**src/rtl/sevenseg_scan_driver_if.sv**
```systemverilog
// Interface between the datapath (master) and the seven-segment scan driver (slave).
interface sevenseg_scan_driver_if #(
  parameter int N_DIGITS = 8
);
  logic [4*N_DIGITS-1:0] value_in;
  logic [N_DIGITS-1:0]   dp_in;
  logic [N_DIGITS-1:0]   digit_en;
  logic                  blank_lz;
  logic                  load;
  logic [6:0]            segments;
  logic                  dp;
  logic [N_DIGITS-1:0]   anodes;
  logic                  frame_tick;

  modport master (
    output value_in, dp_in, digit_en, blank_lz, load,
    input  segments, dp, anodes, frame_tick
  );

  modport slave (
    input  value_in, dp_in, digit_en, blank_lz, load,
    output segments, dp, anodes, frame_tick
  );
endinterface

```
**src/rtl/sevenseg_scan_driver.sv**
```systemverilog
// Multiplexed N-digit hex seven-segment driver with leading-zero blanking
// and a double-buffered value/dp/enable shadow that only changes on frame boundaries.
module sevenseg_scan_driver #(
  parameter int N_DIGITS    = 8,
  parameter int REFRESH_DIV = 50000,
  parameter int ACTIVE_LOW  = 1
) (
  input  logic                  clk,
  input  logic                  reset,
  sevenseg_scan_driver_if.slave bus
);
  localparam int CW = (REFRESH_DIV > 1) ? $clog2(REFRESH_DIV) : 1;
  localparam int IW = (N_DIGITS > 1) ? $clog2(N_DIGITS) : 1;
  localparam logic [CW-1:0] CNT_LAST = CW'(REFRESH_DIV - 1);
  localparam logic [IW-1:0] IDX_LAST = IW'(N_DIGITS - 1);

  function automatic logic [6:0] hex7(input logic [3:0] nib);
    case (nib)
      4'h0: return 7'b1111110;
      4'h1: return 7'b0110000;
      4'h2: return 7'b1101101;
      4'h3: return 7'b1111001;
      4'h4: return 7'b0110011;
      4'h5: return 7'b1011011;
      4'h6: return 7'b1011111;
      4'h7: return 7'b1110000;
      4'h8: return 7'b1111111;
      4'h9: return 7'b1111011;
      4'hA: return 7'b1110111;
      4'hB: return 7'b0011111;
      4'hC: return 7'b1001110;
      4'hD: return 7'b0111101;
      4'hE: return 7'b1001111;
      default: return 7'b1000111;
    endcase
  endfunction

  function automatic logic [6:0] pol7(input logic [6:0] v);
    return (ACTIVE_LOW != 0) ? ~v : v;
  endfunction

  function automatic logic [N_DIGITS-1:0] pol_an(input logic [N_DIGITS-1:0] v);
    return (ACTIVE_LOW != 0) ? ~v : v;
  endfunction

  function automatic logic pol1(input logic v);
    return (ACTIVE_LOW != 0) ? ~v : v;
  endfunction

  logic [CW-1:0]           cnt_p0;
  logic [IW-1:0]           idx_p0;
  logic [4*N_DIGITS-1:0]   shadow_val, pend_val;
  logic [N_DIGITS-1:0]     shadow_dp, pend_dp;
  logic [N_DIGITS-1:0]     shadow_en, pend_en;
  logic                    pend_flag;
  logic [6:0]              seg_p1;
  logic                    dp_p1;
  logic [N_DIGITS-1:0]     an_p1;
  logic                    tick_p1;

  logic                    wrap, boundary;
  logic                    lit, blank, zero_run;
  logic [3:0]              nib;
  logic [6:0]              seg_raw;
  logic                    dp_raw;
  logic [N_DIGITS-1:0]     an_raw;
  int                      cur;

  assign wrap     = (cnt_p0 == CNT_LAST);
  assign boundary = wrap && (idx_p0 == IDX_LAST);

  // Stage p0 -> p1: decode the digit selected by the current scan index
  always_comb begin
    cur      = int'(idx_p0);
    nib      = shadow_val[cur*4 +: 4];
    lit      = shadow_en[cur];
    zero_run = 1'b1;
    blank    = 1'b0;
    for (int i = N_DIGITS - 1; i > 0; i--) begin
      zero_run = zero_run & (shadow_val[i*4 +: 4] == 4'h0);
      if (i == cur) blank = zero_run & bus.blank_lz;
    end
    seg_raw = (lit && !blank) ? hex7(nib) : 7'h00;
    dp_raw  = lit & shadow_dp[cur];
    an_raw  = lit ? (N_DIGITS'(1) << cur) : '0;
  end

  always_ff @(posedge clk) begin
    if (reset) begin
      cnt_p0     <= '0;
      idx_p0     <= '0;
      shadow_val <= '0;
      shadow_dp  <= '0;
      // Enables come up set so the cleared value is visibly "0" after reset.
      shadow_en  <= '1;
      pend_val   <= '0;
      pend_dp    <= '0;
      pend_en    <= '0;
      pend_flag  <= 1'b0;
      tick_p1    <= 1'b0;
      seg_p1     <= pol7(7'h00);
      dp_p1      <= pol1(1'b0);
      an_p1      <= pol_an('0);
    end else begin
      cnt_p0  <= wrap ? '0 : cnt_p0 + CW'(1);
      if (wrap) idx_p0 <= (idx_p0 == IDX_LAST) ? '0 : idx_p0 + IW'(1);
      tick_p1 <= boundary;
      if (boundary) begin
        if (bus.load) begin
          shadow_val <= bus.value_in;
          shadow_dp  <= bus.dp_in;
          shadow_en  <= bus.digit_en;
        end else if (pend_flag) begin
          shadow_val <= pend_val;
          shadow_dp  <= pend_dp;
          shadow_en  <= pend_en;
        end
        pend_flag <= 1'b0;
      end else if (bus.load) begin
        pend_val  <= bus.value_in;
        pend_dp   <= bus.dp_in;
        pend_en   <= bus.digit_en;
        pend_flag <= 1'b1;
      end
      seg_p1 <= pol7(seg_raw);
      dp_p1  <= pol1(dp_raw);
      an_p1  <= pol_an(an_raw);
    end
  end

  assign bus.segments   = seg_p1;
  assign bus.dp         = dp_p1;
  assign bus.anodes     = an_p1;
  assign bus.frame_tick = tick_p1;
endmodule
```
**src/flat_wrapper.sv**
```systemverilog
// flat-port wrapper written by rule: the top's interface ports become plain ports
module sevenseg_scan_driver_flat 
#(
  parameter int N_DIGITS    = 8,
  parameter int REFRESH_DIV = 50000,
  parameter int ACTIVE_LOW  = 1
)
  (clk, reset, bus_value_in, bus_dp_in, bus_digit_en, bus_blank_lz, bus_load, bus_segments, bus_dp, bus_anodes, bus_frame_tick);
  sevenseg_scan_driver_if #(.N_DIGITS(N_DIGITS)) bus_i ();
  input  logic clk;
  input  logic reset;
  input wire logic [$bits(bus_i.value_in)-1:0] bus_value_in;
  input wire logic [$bits(bus_i.dp_in)-1:0] bus_dp_in;
  input wire logic [$bits(bus_i.digit_en)-1:0] bus_digit_en;
  input wire logic [$bits(bus_i.blank_lz)-1:0] bus_blank_lz;
  input wire logic [$bits(bus_i.load)-1:0] bus_load;
  output wire logic [$bits(bus_i.segments)-1:0] bus_segments;
  output wire logic [$bits(bus_i.dp)-1:0] bus_dp;
  output wire logic [$bits(bus_i.anodes)-1:0] bus_anodes;
  output wire logic [$bits(bus_i.frame_tick)-1:0] bus_frame_tick;
  assign bus_i.value_in = bus_value_in;
  assign bus_i.dp_in = bus_dp_in;
  assign bus_i.digit_en = bus_digit_en;
  assign bus_i.blank_lz = bus_blank_lz;
  assign bus_i.load = bus_load;
  assign bus_segments = bus_i.segments;
  assign bus_dp = bus_i.dp;
  assign bus_anodes = bus_i.anodes;
  assign bus_frame_tick = bus_i.frame_tick;
  sevenseg_scan_driver #(.N_DIGITS(N_DIGITS), .REFRESH_DIV(REFRESH_DIV), .ACTIVE_LOW(ACTIVE_LOW)) u_core (.clk(clk), .reset(reset), .bus(bus_i));
endmodule
```
**config.mk**
```make
export PLATFORM = sky130hd
export DESIGN_NAME = sevenseg_scan_driver_flat
export DESIGN_NICKNAME = d
export VERILOG_FILES = /design/src/rtl/sevenseg_scan_driver_if.sv /design/src/rtl/sevenseg_scan_driver.sv /design/src/flat_wrapper.sv
export SDC_FILE = /design/constraint.sdc
export NUM_CORES = 1
export LEC_CHECK = 0
export ABC_CLOCK_PERIOD_IN_PS = 6700
export CAP_MARGIN = 20
export CORE_MARGIN = 2
export CORE_UTILIZATION = 60
export DETAILED_ROUTE_END_ITERATION = 12
export DONT_BUFFER_PORTS = 1
export HOLD_SLACK_MARGIN = 0.03
export PLACE_DENSITY = 0.83
export SLEW_MARGIN = 10
export SYNTH_ARGS = -nofsm -noshare
export SYNTH_HDL_FRONTEND = slang
export SYNTH_SLANG_ARGS = --single-unit
```
**constraint.sdc**
```tcl
create_clock -name clk -period 6.7 [get_ports clk]
set_input_delay 1.34 -clock clk [delete_from_list [all_inputs] [get_ports clk]]
set_output_delay 1.34 -clock clk [all_outputs]
set_load 0.005 [all_outputs]
```
Word level (Yosys, flattened, before mapping)
Memories as Yosys holds them, arrays and structs flattened.
Index checks and enable logic that the tools add are counted.

storage, ports and cells
  output and inout port bits = 17
  bits in registers = 133
  logic and storage cells = 81
  memories = 1
  bits in read-only memories = 112
  input bits = 52

memory list
  name             depth  bits a word  read ports  clocked after Yosys merged registers in  write ports  line                        source
  (no name shown)  16     7            1           0                                        0            sevenseg_scan_driver.sv:18  case (nib)

operators by class
  shifts and indexed selects = 2
  eq/ne operators = 9
  bitwise logic cells = 18
  mux-type cells = 20
  reductions and logical operators = 15
  add/subtract/negate cells = 2
  order comparisons = 1

operator list
  operator                                             number
  two-way mux 32 bit                                   2
  two-way mux 8 bit                                    5
  indexed part select 32 x 6 -> 4 bit                  1
  zero test 4 bit                                      7
  adder 16 x 1 -> 16 bit (second input constant)       1
  equality test 16 bit (second input constant)         1
  bitwise AND 1 bit                                    14
  equality test 3 bit (first input constant)           4
  two-way mux 1 bit                                    9
  inverter 8 bit                                       1
  left shift 1 x 3 -> 8 bit (first input constant)     1
  two-way mux 7 bit                                    1
  inverter 7 bit                                       1
  binary-select mux 1 bit (select 3 bit)               2
  equality test 2 x 3 -> 1 bit (first input constant)  2
  < comparator 3 x 4 -> 1 bit (second input constant)  1
  AND reduction 2 bit                                  2
  OR reduction 2 bit                                   2
  adder 3 x 1 -> 3 bit (second input constant)         1
  equality test 1 x 3 -> 1 bit (first input constant)  1
  equality test 3 bit (second input constant)          1
  two-way mux 3 bit                                    1
  logical AND 1 bit                                    2
  inverter 1 bit                                       2
  other kinds (2)                                      2

Logic depth before layout (Yosys ltp)
Gate-level depths: netlist of the first run.

  word-level depth = 13
  depth in mapped cells = 10
  depth with buffers taken out = 8

Least setup slack after synthesis of the first run
No wires, ideal clock.

  path kind = input to register
  start point = input bus_load
  end point = register u_core.shadow_val[0]
  path buffers = 3
  library setup time = 137 ps
  stages = 5
  required time = 6,563 ps
  data arrival time = 2,725 ps
  path slack = 3,838 ps
  path through = clkbuf_1 > clkbuf_1 > clkbuf_1 > mux2i_1 > a211oi_1

on the way
  word-level cells in the longest chain between the ends = 2
  elaborated cells on any way between the ends = 3
  those cells by class = mux (1); reduce/logical (2)

RTL lines
  element                               line                         source
  start: declaration                    flat_wrapper.sv:16           input wire logic [$bits(bus_i.load)-1:0] bus_load;
  nonzero test 2 bit (no source line)   --
  AND reduction 2 bit (no source line)  --
  end signal: assignment                sevenseg_scan_driver.sv:110  shadow_val <= bus.value_in;
  end signal: assignment                sevenseg_scan_driver.sv:114  shadow_val <= pend_val;
  end: declaration                      sevenseg_scan_driver.sv:52   logic [4*N_DIGITS-1:0] shadow_val, pend_val;

Several ways; a longest one is shown, not always the timed one.
A chain may end at the register's enable or synchronous reset.

Worst setup path after layout of the first run
  start point = register u_core.idx_p0[0]
  end point = register u_core.shadow_val[21]

on the way
  word-level cells in the longest chain between the ends = 3

RTL lines
  element                               line                         source
  start: declaration                    sevenseg_scan_driver.sv:51   logic [IW-1:0] idx_p0;
  start signal: assignment              sevenseg_scan_driver.sv:106  if (wrap) idx_p0 <= (idx_p0 == IDX_LAST) ? '0 : idx_p0 + IW'(1);
  equality test 3 bit                   sevenseg_scan_driver.sv:70   assign boundary = wrap && (idx_p0 == IDX_LAST);
  logical AND 1 bit                     sevenseg_scan_driver.sv:70
  AND reduction 2 bit (no source line)  --

No other way between the ends.

==> run metrics, run 1 <==
run status=completed; final count of pins violating max slew=0; Placer Congestion=0.8775; top library cells by usage in the layout, fill and taps aside=sky130_fd_sc_hd__dfxtp_1, sky130_fd_sc_hd__nand2_1, sky130_fd_sc_hd__nor2_1, sky130_fd_sc_hd__mux2i_1, sky130_fd_sc_hd__a21oi_1; Yosys warning total=0; library cell used as clock root buffer=sky130_fd_sc_hd__clkbuf_8; register share of total power=45.0%; First-pass DRT Iterations=4; Relative slew margins=31.83%; wire per inst=16.93 um; worst min-delay path class=register to register; overall power of the completed layout=approximately 1.8 mW; maximum clock path buffer count=2; Post CTS Setup Buffer Count=0; required time of the critical path=a little over 7 ns; post-detail-place hpwl=8550 um; capturing element type of the critical path=register; switching power=just under 0.4 mW; first-pass GRT wire length=20,870 um; Post-CTS Hold Fix Bufs=0; count of clock tree sinks=133; layout overhead on the synthesized area=10.89%; gr usage total=25.71%; H-tree levels=4; most area-consuming cells after synthesis=sky130_fd_sc_hd__dfxtp_1, sky130_fd_sc_hd__mux2i_1, sky130_fd_sc_hd__nand2_1; die width=102.6 um; most frequent standard cell in the layout excluding fill and tap cells=sky130_fd_sc_hd__dfxtp_1; number of gates resized after CTS=0; internal power component=1.438 mW; count of final hold-check violations=0; time the worst path needs with I/O delays and setup=3.614 ns; number of library cell types mapped by synthesis=41; via/cell ratio=5.903; Yosys reg bits=133; post-synth top area share=a little under half; pre-CTS worst setup slack=3.231 ns; final sum of negative setup slack=0 ns; cell count after synthesis=around 650; core area=9328 sq um; setup repair after global routing missed its margin=false; Via Count=4,498; minimum setup slack in the final design=3.086 ns; met1 wire length=5523 um; largest area contributor in the netlist=sky130_fd_sc_hd__dfxtp_1; antenna-violating nets left=0; async set-or-reset flop fraction in the synthesized netlist=0%; combinational group share of total power=3.4%; number of antenna violations at the first check in global routing=0; number of buffers added on ports=0; Arrival @ worst endpoint=4.02 ns; maximum number of pins on one net before global-route repair=106; final net count=685; kind of critical path=register to register; effective utilization at floorplan=62.58%; combined area of all synthesized cells=5837 sq um; number of design-rule violations left by the first detailed-router iteration=278; most common flop cell mapped by yosys=sky130_fd_sc_hd__dfxtp_1; total leakage power=2.431 nW; TritonCTS clock tree=built; number of global-route vias before repair=4,387; global route overflow=0; number of flops mapped to enable cells by yosys=0; length of routed met3 wiring=658 um; worst slew pin tran=0.9942 ns; CP max FO=between 50 and 60; Routed WL=12,900 um; max layer used=met4; count of pins on the block boundary=69; maximum operating frequency=276.7 MHz; clock-pin slew on the worst setup and hold paths=0.06 ns; post-detailed-route DRC marker count=0; power per unit of standard cell area=281.8 nW/um^2; DIE AREA=10,530 sq um; Inserted Clock Buffers=17; share of the clock period used by the worst path after layout=53.95%; area of placed instances=~6000 sq um; Final Instance Area=6472 sq um; row count=35; met2 wire len=approximately 6500 um; max capacitance violation total=0; Synth Area per Inst=a little over 9 sq um; die height=102.6 um; crit start category=register; sequential cell area fraction in the yosys report=45.62%; share of layout cells above drive strength 1=9.005%; worst-case clock skew=0.01213 ns; ant diodes=0; share of total power in the clock network=51.6%; switching power share of the total=21.16%; clk_lat worst skew=0.52 ns; Final setup violation count=0; largest vdd supply drop=169.9 uV; Post-Route Utilization=69.39%; Mapped Nets=710
-- final timing paths --
path	startpoint	to	slack [ns]	cells after the start
hold / removal	u_core.pend_en[4]	u_core.pend_en[4]	0.45	2
setup reg to reg	u_core.idx_p0[0]	u_core.shadow_val[21]	3.09	7
hold reg to reg	u_core.pend_en[4]	u_core.pend_en[4]	0.45	2
setup / recovery	u_core.idx_p0[0]	u_core.shadow_val[21]	3.09	7
-- cells in the mapped netlist, types with 2 or more instances --
library cell / n
sky130_fd_sc_hd__nand2_1: 120
sky130_fd_sc_hd__nand4_1: 3
sky130_fd_sc_hd__buf_6: 3
sky130_fd_sc_hd__or4b_1: 2
sky130_fd_sc_hd__nor4_1: 7
sky130_fd_sc_hd__nor3b_1: 2
sky130_fd_sc_hd__a31oi_1: 2
sky130_fd_sc_hd__mux2_2: 4
sky130_fd_sc_hd__dfxtp_1: 133
sky130_fd_sc_hd__inv_1: 10
sky130_fd_sc_hd__buf_2: 8
sky130_fd_sc_hd__mux4_2: 12
sky130_fd_sc_hd__nor2_1: 71
sky130_fd_sc_hd__xnor2_1: 7
sky130_fd_sc_hd__a21oi_1: 52
sky130_fd_sc_hd__a211oi_1: 42
sky130_fd_sc_hd__a211o_1: 8
sky130_fd_sc_hd__nand3_1: 14
sky130_fd_sc_hd__clkbuf_1: 37
sky130_fd_sc_hd__o22a_1: 3
sky130_fd_sc_hd__mux2i_1: 55
sky130_fd_sc_hd__or3_1: 3
sky130_fd_sc_hd__xor2_1: 7
sky130_fd_sc_hd__nor3_1: 6
sky130_fd_sc_hd__o221ai_1: 2
sky130_fd_sc_hd__o21ai_0: 3
sky130_fd_sc_hd__nand4b_1: 2
sky130_fd_sc_hd__ha_1: 13
sky130_fd_sc_hd__nand2b_1: 2
-- cell type report --
class                   instances  area [sq um]
repair buffers                  4         50.05
flip-flops and latches        133          2663
clock buffers                  21         459.2
clock inverters                11         148.9
fillers                       680          2855
inverters                      11         41.29
well taps                     129         161.4
multi-input cells             453          2949
-- cells by family (layout without fill, tap and decap cells) --
group | count (synthesis) | after routing | synth area share [%]
buffers and inverters | 59 | 47 | 4.351
muxes | 71 | 71 | 14.83
xor gates and xnor gates | 14 | 14 | 2.101
and+or+nand+nor | 237 | 237 | 17.26
DFF | 133 | 133 | 45.62
adders and majority gates | 13 | 13 | 2.787
AOI/OAI and AO/OA | 118 | 118 | 13.05
-- metrics by stage --
stage               hold slack (ns)  std cells
finish                       0.4458        762
global route                 0.4671        762
CTS                          0.4476        762
detailed placement           0.4397        730
global placement             0.4300        729
floorplan                    0.4176        645
-- power by group through the flow --
stage / registers [mW] / clock network, mW / logic, mW
after detailed placement: 0.838 / 0 / 0.0619
after global placement: 0.837 / 0 / 0.0579
final: 0.821 / 0.941 / 0.0616
after CTS: 0.821 / 0.944 / 0.0625
after global routing: 0.823 / 0.983 / 0.0692
after floorplan: 0.836 / 0 / 0.0634
-- worst max-delay path, cell delays in order, from the launching register on --
cell and delay (ns):
sky130_fd_sc_hd__dfxtp_1 0.88, sky130_fd_sc_hd__ha_1 0.31, sky130_fd_sc_hd__ha_1 0.33, sky130_fd_sc_hd__inv_1 0.19, sky130_fd_sc_hd__nor3_4 0.78, sky130_fd_sc_hd__buf_4 0.57
sky130_fd_sc_hd__nor2_1 0.13, sky130_fd_sc_hd__a211oi_1 0.28
-- registers in the layout (all words and copies together), names as in the netlist --
register               count
u_core.shadow_en           8
u_core.pend_val           32
u_core.idx_p0              3
u_core.pend_dp             8
u_core.bus.anodes          8
u_core.bus.segments        7
u_core.pend_en             8
u_core.bus.dp              1
u_core.pend_flag           1
u_core.shadow_val         32
u_core.shadow_dp           8
u_core.cnt_p0             16
u_core.bus.frame_tick      1
-- per-layer routing --
metal | GRT usage, % | up-vias
li1 | - | 2202
met1 | 31.62 | 2152
met2 | 43.84 | 126
met3 | 7.390 | 18
met4 | 7.897 | 0
met5 | 0 | -
No activity file was read; power rests on OpenSTA's default activity.
==> inputs of run 2 (changes only) <==
--- a/config.mk
+++ b/config.mk
@@ -5,7 +5,7 @@
 export SDC_FILE = /design/constraint.sdc
 export NUM_CORES = 1
 export LEC_CHECK = 0
-export ABC_CLOCK_PERIOD_IN_PS = 6700
+export ABC_CLOCK_PERIOD_IN_PS = 3500
 export CAP_MARGIN = 20
 export CORE_MARGIN = 2
 export CORE_UTILIZATION = 60
==> constraint.sdc (replaced) <==
create_clock -name clk -period 3.5 [get_ports clk]
set_input_delay 0.7 -clock clk [delete_from_list [all_inputs] [get_ports clk]]
set_output_delay 0.7 -clock clk [all_outputs]
set_load 0.005 [all_outputs]
==> run metrics, run 2 (synthesis gave the netlist of run 1 again) <==
multi-input logic area=2949 sq um (unchanged); maximum number of pins on one net before global-route repair=106 (unchanged); count of clock tree sinks=133 (unchanged); required time of the critical path=3.87 ns (-3.24 ns); number of antenna violations at the first check in global routing=0 (unchanged); most frequent standard cell in the layout excluding fill and tap cells=sky130_fd_sc_hd__dfxtp_1; Post-CTS Hold Fix Bufs=0 (unchanged); global route overflow=0 (unchanged); top library cells by usage in the layout, fill and taps aside=sky130_fd_sc_hd__dfxtp_1, sky130_fd_sc_hd__nand2_1, sky130_fd_sc_hd__nor2_1, sky130_fd_sc_hd__mux2i_1, sky130_fd_sc_hd__a21oi_1; H-tree levels=4 (unchanged); FILL cells=666 (-2.1%); gr usage total=25.17% (-0.54 points); via/cell ratio=6.039 (+2.3%); number of gates resized after CTS=0 (unchanged); die height=102.6 um (unchanged); Via Count=4,632 (+3.0%); switching power=0.6640 mW (+72%); final net count=691 (+0.88%); register share of total power=47.7% (+2.7 points); capturing element type of the critical path=register; setup repair after global routing missed its margin=false; number of buffers added on ports=0 (unchanged); minimum setup slack in the final design=0.7282 ns (-2.357 ns); Arrival @ worst endpoint=3.14 ns (-0.88 ns); max capacitance violation total=0 (unchanged); Regs by FF count=u_core.pend_val x32, u_core.shadow_val x32, u_core.cnt_p0 x16; clk_lat worst skew=0.52 ns (about the same); internal power component=2.632 mW (+83%); layout overhead on the synthesized area=10.03%; Routed WL=12,820 um (-0.64%); launch point of the worst reg-to-reg path=u_core.idx_p0[1]; total leakage power=2.423 nW (-0.33%); worst min-delay path class=primary input to register; TritonCTS clock tree=built; start point of the critical path=u_core.idx_p0[1]; effective utilization at floorplan=62.58% (unchanged); CP max FO=9 (-83%); core area=9328 sq um (unchanged); met2 wire len=6300 um (-2.8%); Placer Congestion=0.8959 (+2.1%); Final Instance Area=6422 sq um (-0.77%); ant diodes=0 (unchanged); Inserted Clock Buffers=17 (unchanged); maximum operating frequency=360.8 MHz (+30%); final sum of negative setup slack=0 ns (unchanged); Hold Path Origin=reset; clock-pin slew on the worst setup and hold paths=0.06 ns (about the same); maximum clock path buffer count=2 (unchanged); post-detailed-route DRC marker count=0 (unchanged); kind of critical path=register to register; post-detail-place hpwl=8673 um (+1.4%); met1 wire length=5351 um (-3.1%); storage element area=2663 sq um (unchanged); crit start category=register; area of placed instances=5889 sq um (+0.43%); switching power share of the total=20.15% (-1.0 points); antenna-violating nets left=0 (unchanged); Final setup violation count=0 (unchanged); share of layout cells above drive strength 1=8.621% (-0.38 points); run status=completed; largest vdd supply drop=318.5 uV (+87%); worst setup slack for register-to-register paths=0.73 ns (-2.36 ns); max layer used=met4; worst slew pin tran=0.6754 ns (-0.3188 ns); die width=102.6 um (unchanged); Post CTS Setup Buffer Count=0 (unchanged); count of pins on the block boundary=69 (unchanged); share of total power in the clock network=48.7% (-2.9 points); power per unit of standard cell area=513.2 nW/um^2 (+82%); time the worst path needs with I/O delays and setup=2.772 ns (-0.8426 ns); library cell used as clock root buffer=sky130_fd_sc_hd__clkbuf_8; first-pass GRT wire length=20,570 um (-1.5%); count of final hold-check violations=0 (unchanged); length of routed met3 wiring=793 um (+21%); Relative slew margins=54.97% (+23 points); number of design-rule violations left by the first detailed-router iteration=341 (+23%); pre-CTS worst setup slack=0.7547 ns (-2.476 ns); share of the clock period used by the worst path after layout=79.20% (+25 points); row count=35 (unchanged); combinational group share of total power=3.6% (+0.2 points); DIE AREA=10,530 sq um (unchanged); number of global-route vias before repair=4,395 (+0.18%); wire per inst=16.71 um (-1.3%); worst-case clock skew=0.007048 ns (-0.005079 ns); First-pass DRT Iterations=5 (+1); final count of pins violating max slew=0 (unchanged)
## run 2: path summary, 6_finish.rpt
check | cells after the start | endpoint
min reg2reg | 2 | u_core.pend_en[3]
max reg2reg | 8 | u_core.bus.segments[6]
min | 1 | u_core.pend_en[4]
max | 8 | u_core.bus.segments[6]
## run 2: layer usage
metal | vias to the layer above | GRT usage, %
met1 | 2180 | 30.58
li1 | 2218 | -
met2 | 179 | 41.53
met4 | 0 | 10.77
met5 | - | 0
met3 | 55 | 7.661
## run 2: power groups by stage
| stage | combinational, mW | sequential (mW) | clock [mW] |
|---|---|---|---|
| after floorplan | 0.121 | 1.60 | 0 |
| after global placement | 0.112 | 1.60 | 0 |
| after detailed placement | 0.118 | 1.60 | 0 |
| after CTS | 0.120 | 1.57 | 1.62 |
| after global routing | 0.133 | 1.58 | 1.69 |
| final | 0.119 | 1.57 | 1.60 |
## run 2: through the flow
stage	util, %	total power, mW	hold slack (ns)	std cells
final	68.85	3.296	0.2455	767
after global routing	68.85	3.402	0.2264	767
after CTS	68.85	3.317	0.2340	767
after detailed placement	63.14	1.722	0.4389	736
after global placement	63.14	1.714	0.4290	736
after floorplan	-	1.721	0.4176	645
## run 2: worst max-delay path, cell delays in order, from the launching register on
cell	delay, ns
sky130_fd_sc_hd__dfxtp_1	0.56
sky130_fd_sc_hd__buf_4	0.26
sky130_fd_sc_hd__mux4_2	0.32
sky130_fd_sc_hd__mux2i_1	0.36
sky130_fd_sc_hd__inv_1	0.17
sky130_fd_sc_hd__ha_1	0.26
sky130_fd_sc_hd__or3b_2	0.49
sky130_fd_sc_hd__o221ai_1	0.10
sky130_fd_sc_hd__nand3_1	0.09
## run 2: area by class of cell
class	count	area share, %
Clock buffer	26	7.130
Sequential cell	133	41.46
Multi-Input combinational cell	453	45.92
Timing Repair Buffer	10	1.169
Clock inverter	5	1.169
Tap cell	129	2.513
Inverter	11	0.6429
